--- src/rtl/dmem_defs.sv ---
// Shared definitions for the data memory block.
//   - FSM state encoding (2-bit): IDLE, BUSY, ACK
//   - Storage geometry: depth, address width, data width
//   - Latched operation kind (read or write)
package dmem_defs;

  typedef enum logic [1:0] {
    DMEM_IDLE = 2'd0,
    DMEM_BUSY = 2'd1,
    DMEM_ACK  = 2'd2
  } dmem_state_e;

  typedef enum logic {
    DMEM_OP_READ  = 1'b0,
    DMEM_OP_WRITE = 1'b1
  } dmem_op_e;

  localparam int DMEM_DEPTH = 256;
  localparam int DMEM_AW    = 8;
  localparam int DMEM_DW    = 8;

endpackage

--- src/rtl/dmem_access_timer.sv ---
// 4-bit down-counter that measures the BUSY phase of a memory access.
// Ports:
//   clk        - system clock
//   rst        - asynchronous active-high reset, clears the count
//   load       - load load_value (takes priority over dec)
//   dec        - decrement by one; holds at zero
//   load_value - value loaded when an access is accepted
//   zero       - count is zero (access completes on this cycle's edge)
module dmem_access_timer (
  input  logic       clk,
  input  logic       rst,
  input  logic       load,
  input  logic       dec,
  input  logic [3:0] load_value,
  output logic       zero
);

  logic [3:0] count;

  // NOTE: sequential state uses non-blocking assignments so every flop
  // samples its inputs from before the edge, independent of block order.
  always_ff @(posedge clk or posedge rst) begin
    if (rst) begin
      count <= '0;
    end else if (load) begin
      count <= load_value;
    end else if (dec && count != 4'd0) begin
      count <= count - 4'd1;
    end
  end

  assign zero = (count == 4'd0);

endmodule

--- src/rtl/data_memory.sv ---
// Byte-addressed 256 x 8 data memory, responder side of the CPU's
// READ/WRITE/BUSYWAIT handshake. Every access takes ACCESS_CYCLES BUSY
// cycles followed by one ACK cycle; BUSYWAIT stalls the CPU meanwhile.
// Parameters:
//   ACCESS_CYCLES - BUSY cycles per access, legal range 1..15
// Ports:
//   CLK       - system clock, rising edge
//   RESET     - asynchronous active-high reset (clears state and memory)
//   READ      - load request
//   WRITE     - store request (READ and WRITE together = no request)
//   ADDRESS   - byte address
//   WRITEDATA - store data
//   READDATA  - registered load data
//   BUSYWAIT  - stall request to the CPU
module data_memory
  import dmem_defs::*;
#(
  parameter int unsigned ACCESS_CYCLES = 5
) (
  input  logic               CLK,
  input  logic               RESET,
  input  logic               READ,
  input  logic               WRITE,
  input  logic [DMEM_AW-1:0] ADDRESS,
  input  logic [DMEM_DW-1:0] WRITEDATA,
  output logic [DMEM_DW-1:0] READDATA,
  output logic               BUSYWAIT
);

  // The counter is loaded with one less than the cycle count because the
  // completing edge itself is the last BUSY cycle.
  localparam logic [3:0] TIMER_LOAD = 4'(ACCESS_CYCLES - 1);

  dmem_state_e        state;
  dmem_state_e        next_state;
  dmem_op_e           op_q;
  logic [DMEM_AW-1:0] addr_q;
  logic [DMEM_DW-1:0] data_q;
  logic [DMEM_DW-1:0] mem [DMEM_DEPTH];

  logic req_valid;
  logic accept;
  logic timer_zero;
  logic complete;

  assign req_valid = READ ^ WRITE;
  assign accept    = (state == DMEM_IDLE) && req_valid;
  assign complete  = (state == DMEM_BUSY) && timer_zero;

  dmem_access_timer u_timer (
    .clk        (CLK),
    .rst        (RESET),
    .load       (accept),
    .dec        (state == DMEM_BUSY),
    .load_value (TIMER_LOAD),
    .zero       (timer_zero)
  );

  // State register.
  always_ff @(posedge CLK or posedge RESET) begin
    if (RESET) begin
      state <= DMEM_IDLE;
    end else begin
      state <= next_state;
    end
  end

  // NOTE: next_state gets a default before the case so no path leaves it
  // unassigned, which would otherwise infer a latch.
  always_comb begin
    next_state = state;
    case (state)
      DMEM_IDLE: if (req_valid)  next_state = DMEM_BUSY;
      DMEM_BUSY: if (timer_zero) next_state = DMEM_ACK;
      DMEM_ACK:                  next_state = DMEM_IDLE;
      default:                   next_state = DMEM_IDLE;
    endcase
  end

  // Request capture: inputs may change during BUSY without effect.
  always_ff @(posedge CLK or posedge RESET) begin
    if (RESET) begin
      op_q   <= DMEM_OP_READ;
      addr_q <= '0;
      data_q <= '0;
    end else if (accept) begin
      op_q   <= WRITE ? DMEM_OP_WRITE : DMEM_OP_READ;
      addr_q <= ADDRESS;
      data_q <= WRITEDATA;
    end
  end

  // NOTE: the whole array is cleared on reset because reads after reset
  // must return 8'h00; this forces flop storage rather than a RAM macro.
  // A store aborted by reset never reaches this write.
  always_ff @(posedge CLK or posedge RESET) begin
    if (RESET) begin
      for (int i = 0; i < DMEM_DEPTH; i++) begin
        mem[i] <= '0;
      end
    end else if (complete && op_q == DMEM_OP_WRITE) begin
      mem[addr_q] <= data_q;
    end
  end

  // Load data holds until the next completed read.
  always_ff @(posedge CLK or posedge RESET) begin
    if (RESET) begin
      READDATA <= '0;
    end else if (complete && op_q == DMEM_OP_READ) begin
      READDATA <= mem[addr_q];
    end
  end

  // Stall rises in the same cycle a request appears and is dropped in ACK.
  // Reset forces it low even if a request is still presented.
  assign BUSYWAIT = !RESET && (accept || state == DMEM_BUSY);

endmodule

--- config.mk ---
export PLATFORM = sky130hd
export DESIGN_NAME = data_memory
export DESIGN_NICKNAME = d
export VERILOG_FILES = /design/src/rtl/dmem_defs.sv /design/src/rtl/dmem_access_timer.sv /design/src/rtl/data_memory.sv
export SDC_FILE = /design/constraint.sdc
export NUM_CORES = 2
export LEC_CHECK = 0
export ABC_AREA = 1
export CAP_MARGIN = 0
export CORE_MARGIN = 4
export CORE_UTILIZATION = 64
export DETAILED_ROUTE_END_ITERATION = 8
export GPL_TIMING_DRIVEN = 1
export HOLD_SLACK_MARGIN = 0.05
export PLACE_DENSITY = 0.85
export SYNTH_ARGS = -nofsm -noshare
export SYNTH_HDL_FRONTEND = slang
export SYNTH_HIERARCHICAL = 1
export SYNTH_SLANG_ARGS = --single-unit
export TNS_END_PERCENT = 50
--- constraint.sdc ---
create_clock -name CLK -period 88.6 [get_ports CLK]
set_input_delay 13.29 -clock CLK [delete_from_list [all_inputs] [get_ports CLK]]
set_output_delay 13.29 -clock CLK [all_outputs]
set_load 0.05 [all_outputs]
==> run summary <==
Yosys warnings: 6
post-layout util: 69.11%
crit path DAT: 15.14 ns
worst hold path type: reg -> reg
PortBufs: 28
via count: 84610
antenna violations before repair: 6
commonest non-fill, non-tap cell in the layout: nand2_1
Max-Cap Viols: 0
synth top area cells: dfrtp_1 (55%), nand2_1 (24%), o21ai_0 (7.5%), o21ai_1 (4.2%), clkbuf_1 (2.4%)
Worst Tran Pin Value: 1.196 ns
Initial Utilization: 64.51%
synthesized area: 94020 µm²
Synth area leader: dfrtp_1
maximum number of pins on one net before global-route repair: 190
H-tree depth: 4
synth unique cells: 27
fin crit period: 28.43 ns
Antenna Nets Post-Route: 0
syn avg cell area: 7.730 µm²
RSZ-0062 raised after global routing: false
Max Fanout on Critical Path: 6
DP Cell Count: 13330
Req. time, crit path: 75.31 ns
sequential fraction of design power: 40.1%
RD Place Congestion: 0.9006
Via density: 6.181
crit path max-delay cell type: clkdlybuf4s50_1
area share of the largest cell type after synthesis: 55.34%
DRC: 0
Global Route Usage Sum: 37.08%
Lkg Pwr: 48.01 nW
clock sink count: 2079
Chip Height: 391.3 µm
Worst setup SP type: input port
Slew HR: 19.97%
CTS root buffer: clkbuf_16
final hold vios: 0
Fin Clk Skew: 0.03632 ns
type of the worst setup path: in -> out
First-pass DRT Iterations: 8
number of global-route vias before repair: 81700
number of synthesized register bits: 2079
CP most frequent cell: clkdlybuf4s50_1
TritonCTS buffer count: 200
global-route wire length before repair: 447.3 mm
Final TNS setup: 0 ns
outcome: finished, final reports clean
Core Region: 145700 µm²
Worst path max stage delay: 0.84 ns
Final Non-Filler Cells: 13690
TritonCTS clock tree: yes
Final period util: 32.09%
combinational share of power: 25.7%
wire per inst: 20.66 µm
P per Cell Area: 25.02 nW/µm²
CTS resizes: 0
synth-to-layout area growth: 7.128%
Initial DRC Count: 11000
Critical Path End Type: output pin
Clock transition at path regs: 0.06 ns
Max clock buf depth: 3
Switch Pwr: 0.9768 mW
total grt overflow: 0
WL final: 282.8 mm
internal power: 1.543 mW
most frequent cells in the layout: nand2_1 (6112), dfrtp_1 (2077), o21ai_0 (1403), o21ai_1 (794), nor2_1 (319)
f_max: 35.18 MHz
Skew-Pair Late Insertion Delay: 0.86 ns
die area: 153100 µm²
final setup fails: 0
Synth Instances: 12160
cts hold-fix bufs: 0
Core Rows: 140
crit path buf inv count: 2
Switching Fraction: 38.77%
critical path's top delay family: buffers and inverters
Setup Fix Bufs, Post-CTS: 0
dpl hpwl: 156.3 mm
CP Cell Sequence: clkdlybuf4s50_1, or2_2, nand3_1, a21oi_1, clkdlybuf4s50_1
share of cells above drive strength 1: 4.419%
# IOs: 29
die width: 391.3 µm
final max-slew violation count: 0
clock power share: 34.2%
nets: 11640
post-synthesis sequential area ratio: 55.34%
Max VDD drop: 0.05064 mV
## power groups by stage
stage	combinational [mW]	clock (mW)	sequential [mW]
final	0.648	0.861	1.01
after CTS	0.614	0.862	1.01
after detailed placement	0.612	0	1.03
after floorplan	0.378	0	1.02
after global routing	0.662	0.903	1.01
after global placement	0.606	0	1.03
## final timing paths
check | slack, ns | cells after the start | to | start
hold reg to reg | 0.48 | 2 | mem[1276] | mem[1276]
min in group asynchronous | 12.81 | 2 | u_timer/count[3] | RESET
hold / removal | 0.48 | 2 | mem[1276] | mem[1276]
setup / recovery | 60.17 | 5 | BUSYWAIT | WRITE
setup reg to reg | 82.23 | 19 | READDATA[4] | addr_q[0]
max in group asynchronous | 71.25 | 6 | mem[948] | RESET
## flip-flops by register name, indices dropped and copies added, names as in the netlist
signal         count
state              2
op_q               1
addr_q             8
u_timer/count      4
mem             2048
data_q             8
READDATA           8
## synth_stat cells
master	instances
clkbuf_1	598
nand3b_1	2
nor3_1	1
nor2_2	18
or2_2	1
inv_1	25
buf_1	37
nand3_2	1
o21ai_1	794
nand2_1	6112
ha_1	1
nand2_2	33
o21a_1	4
inv_2	20
a21oi_1	121
nand2_4	3
buf_4	20
nand3_1	186
nand4_1	136
conb_1	2
clkinv_1	2
buf_6	2
o21ai_0	1403
dfrtp_1	2079
nor2_4	15
nor2_1	326
buf_2	220
## metrics by stage
step	total power [mW]	instance area, µm²	hold WS (ns)	setup WS (ns)
2_1_floorplan	1.400	94020	0.4529	16.70
3_3_place_gp	1.631	94100	0.4652	60.14
3_5_place_dp	1.638	94100	0.4726	60.18
4_1_cts	2.486	100700	0.4868	60.17
5_1_grt	2.578	100700	0.4977	60.10
6_report	2.520	100700	0.4838	60.17
## metal layers
metal	up-vias	global-route usage, %	share of wire [%]
met1	40450	49.01	37
li1	37700	-	-
met4	4	21.95	6.3
met5	-	0	0.0085
met2	5343	54.89	44
met3	1118	10.77	13
## worst reg2reg max path: stages, from the launching register on
cell and delay, ns:
dfrtp_4 0.74, buf_4 0.60, inv_8 0.64, buf_4 0.77, buf_4 0.84, buf_4 0.78
nand2_1 0.23, nand2_1 0.14, nand2_1 0.07, nand3_1 0.12, nand2_1 0.05, nand2_1 0.10
nor2_1 0.05, nor2_1 0.36, nor2_1 0.12, nand2_1 0.23, nand2_1 0.09, nand2_1 0.08
nor2_1 0.14, nor2_1 0.14
## area by class of cell
type	instances	area (µm²)
clock inverter	45	495.5
antenna	6	15.01
fill	11070	45020
timing repair buffer	127	1186
multi-input combinational	9161	38210
clock buffer	308	6105
sequential	2079	52030
inverter	47	272.8
tap	1917	2399
## cell families (layout without fill, tap and decap cells)
logic type / after synthesis / count (layout) / synth area share (%)
adders and majority gates: 1 / 1 / 0.01331
buffers and inverters: 924 / 527 / 4.078
DFF: 2079 / 2079 / 55.34
other: 2 / 10 / 0.007988
AOI/OAI and AO/OA: 2322 / 2322 / 12.37
and+or+nand+nor: 6834 / 6834 / 28.19
No activity file was read; power rests on OpenSTA's default activity.
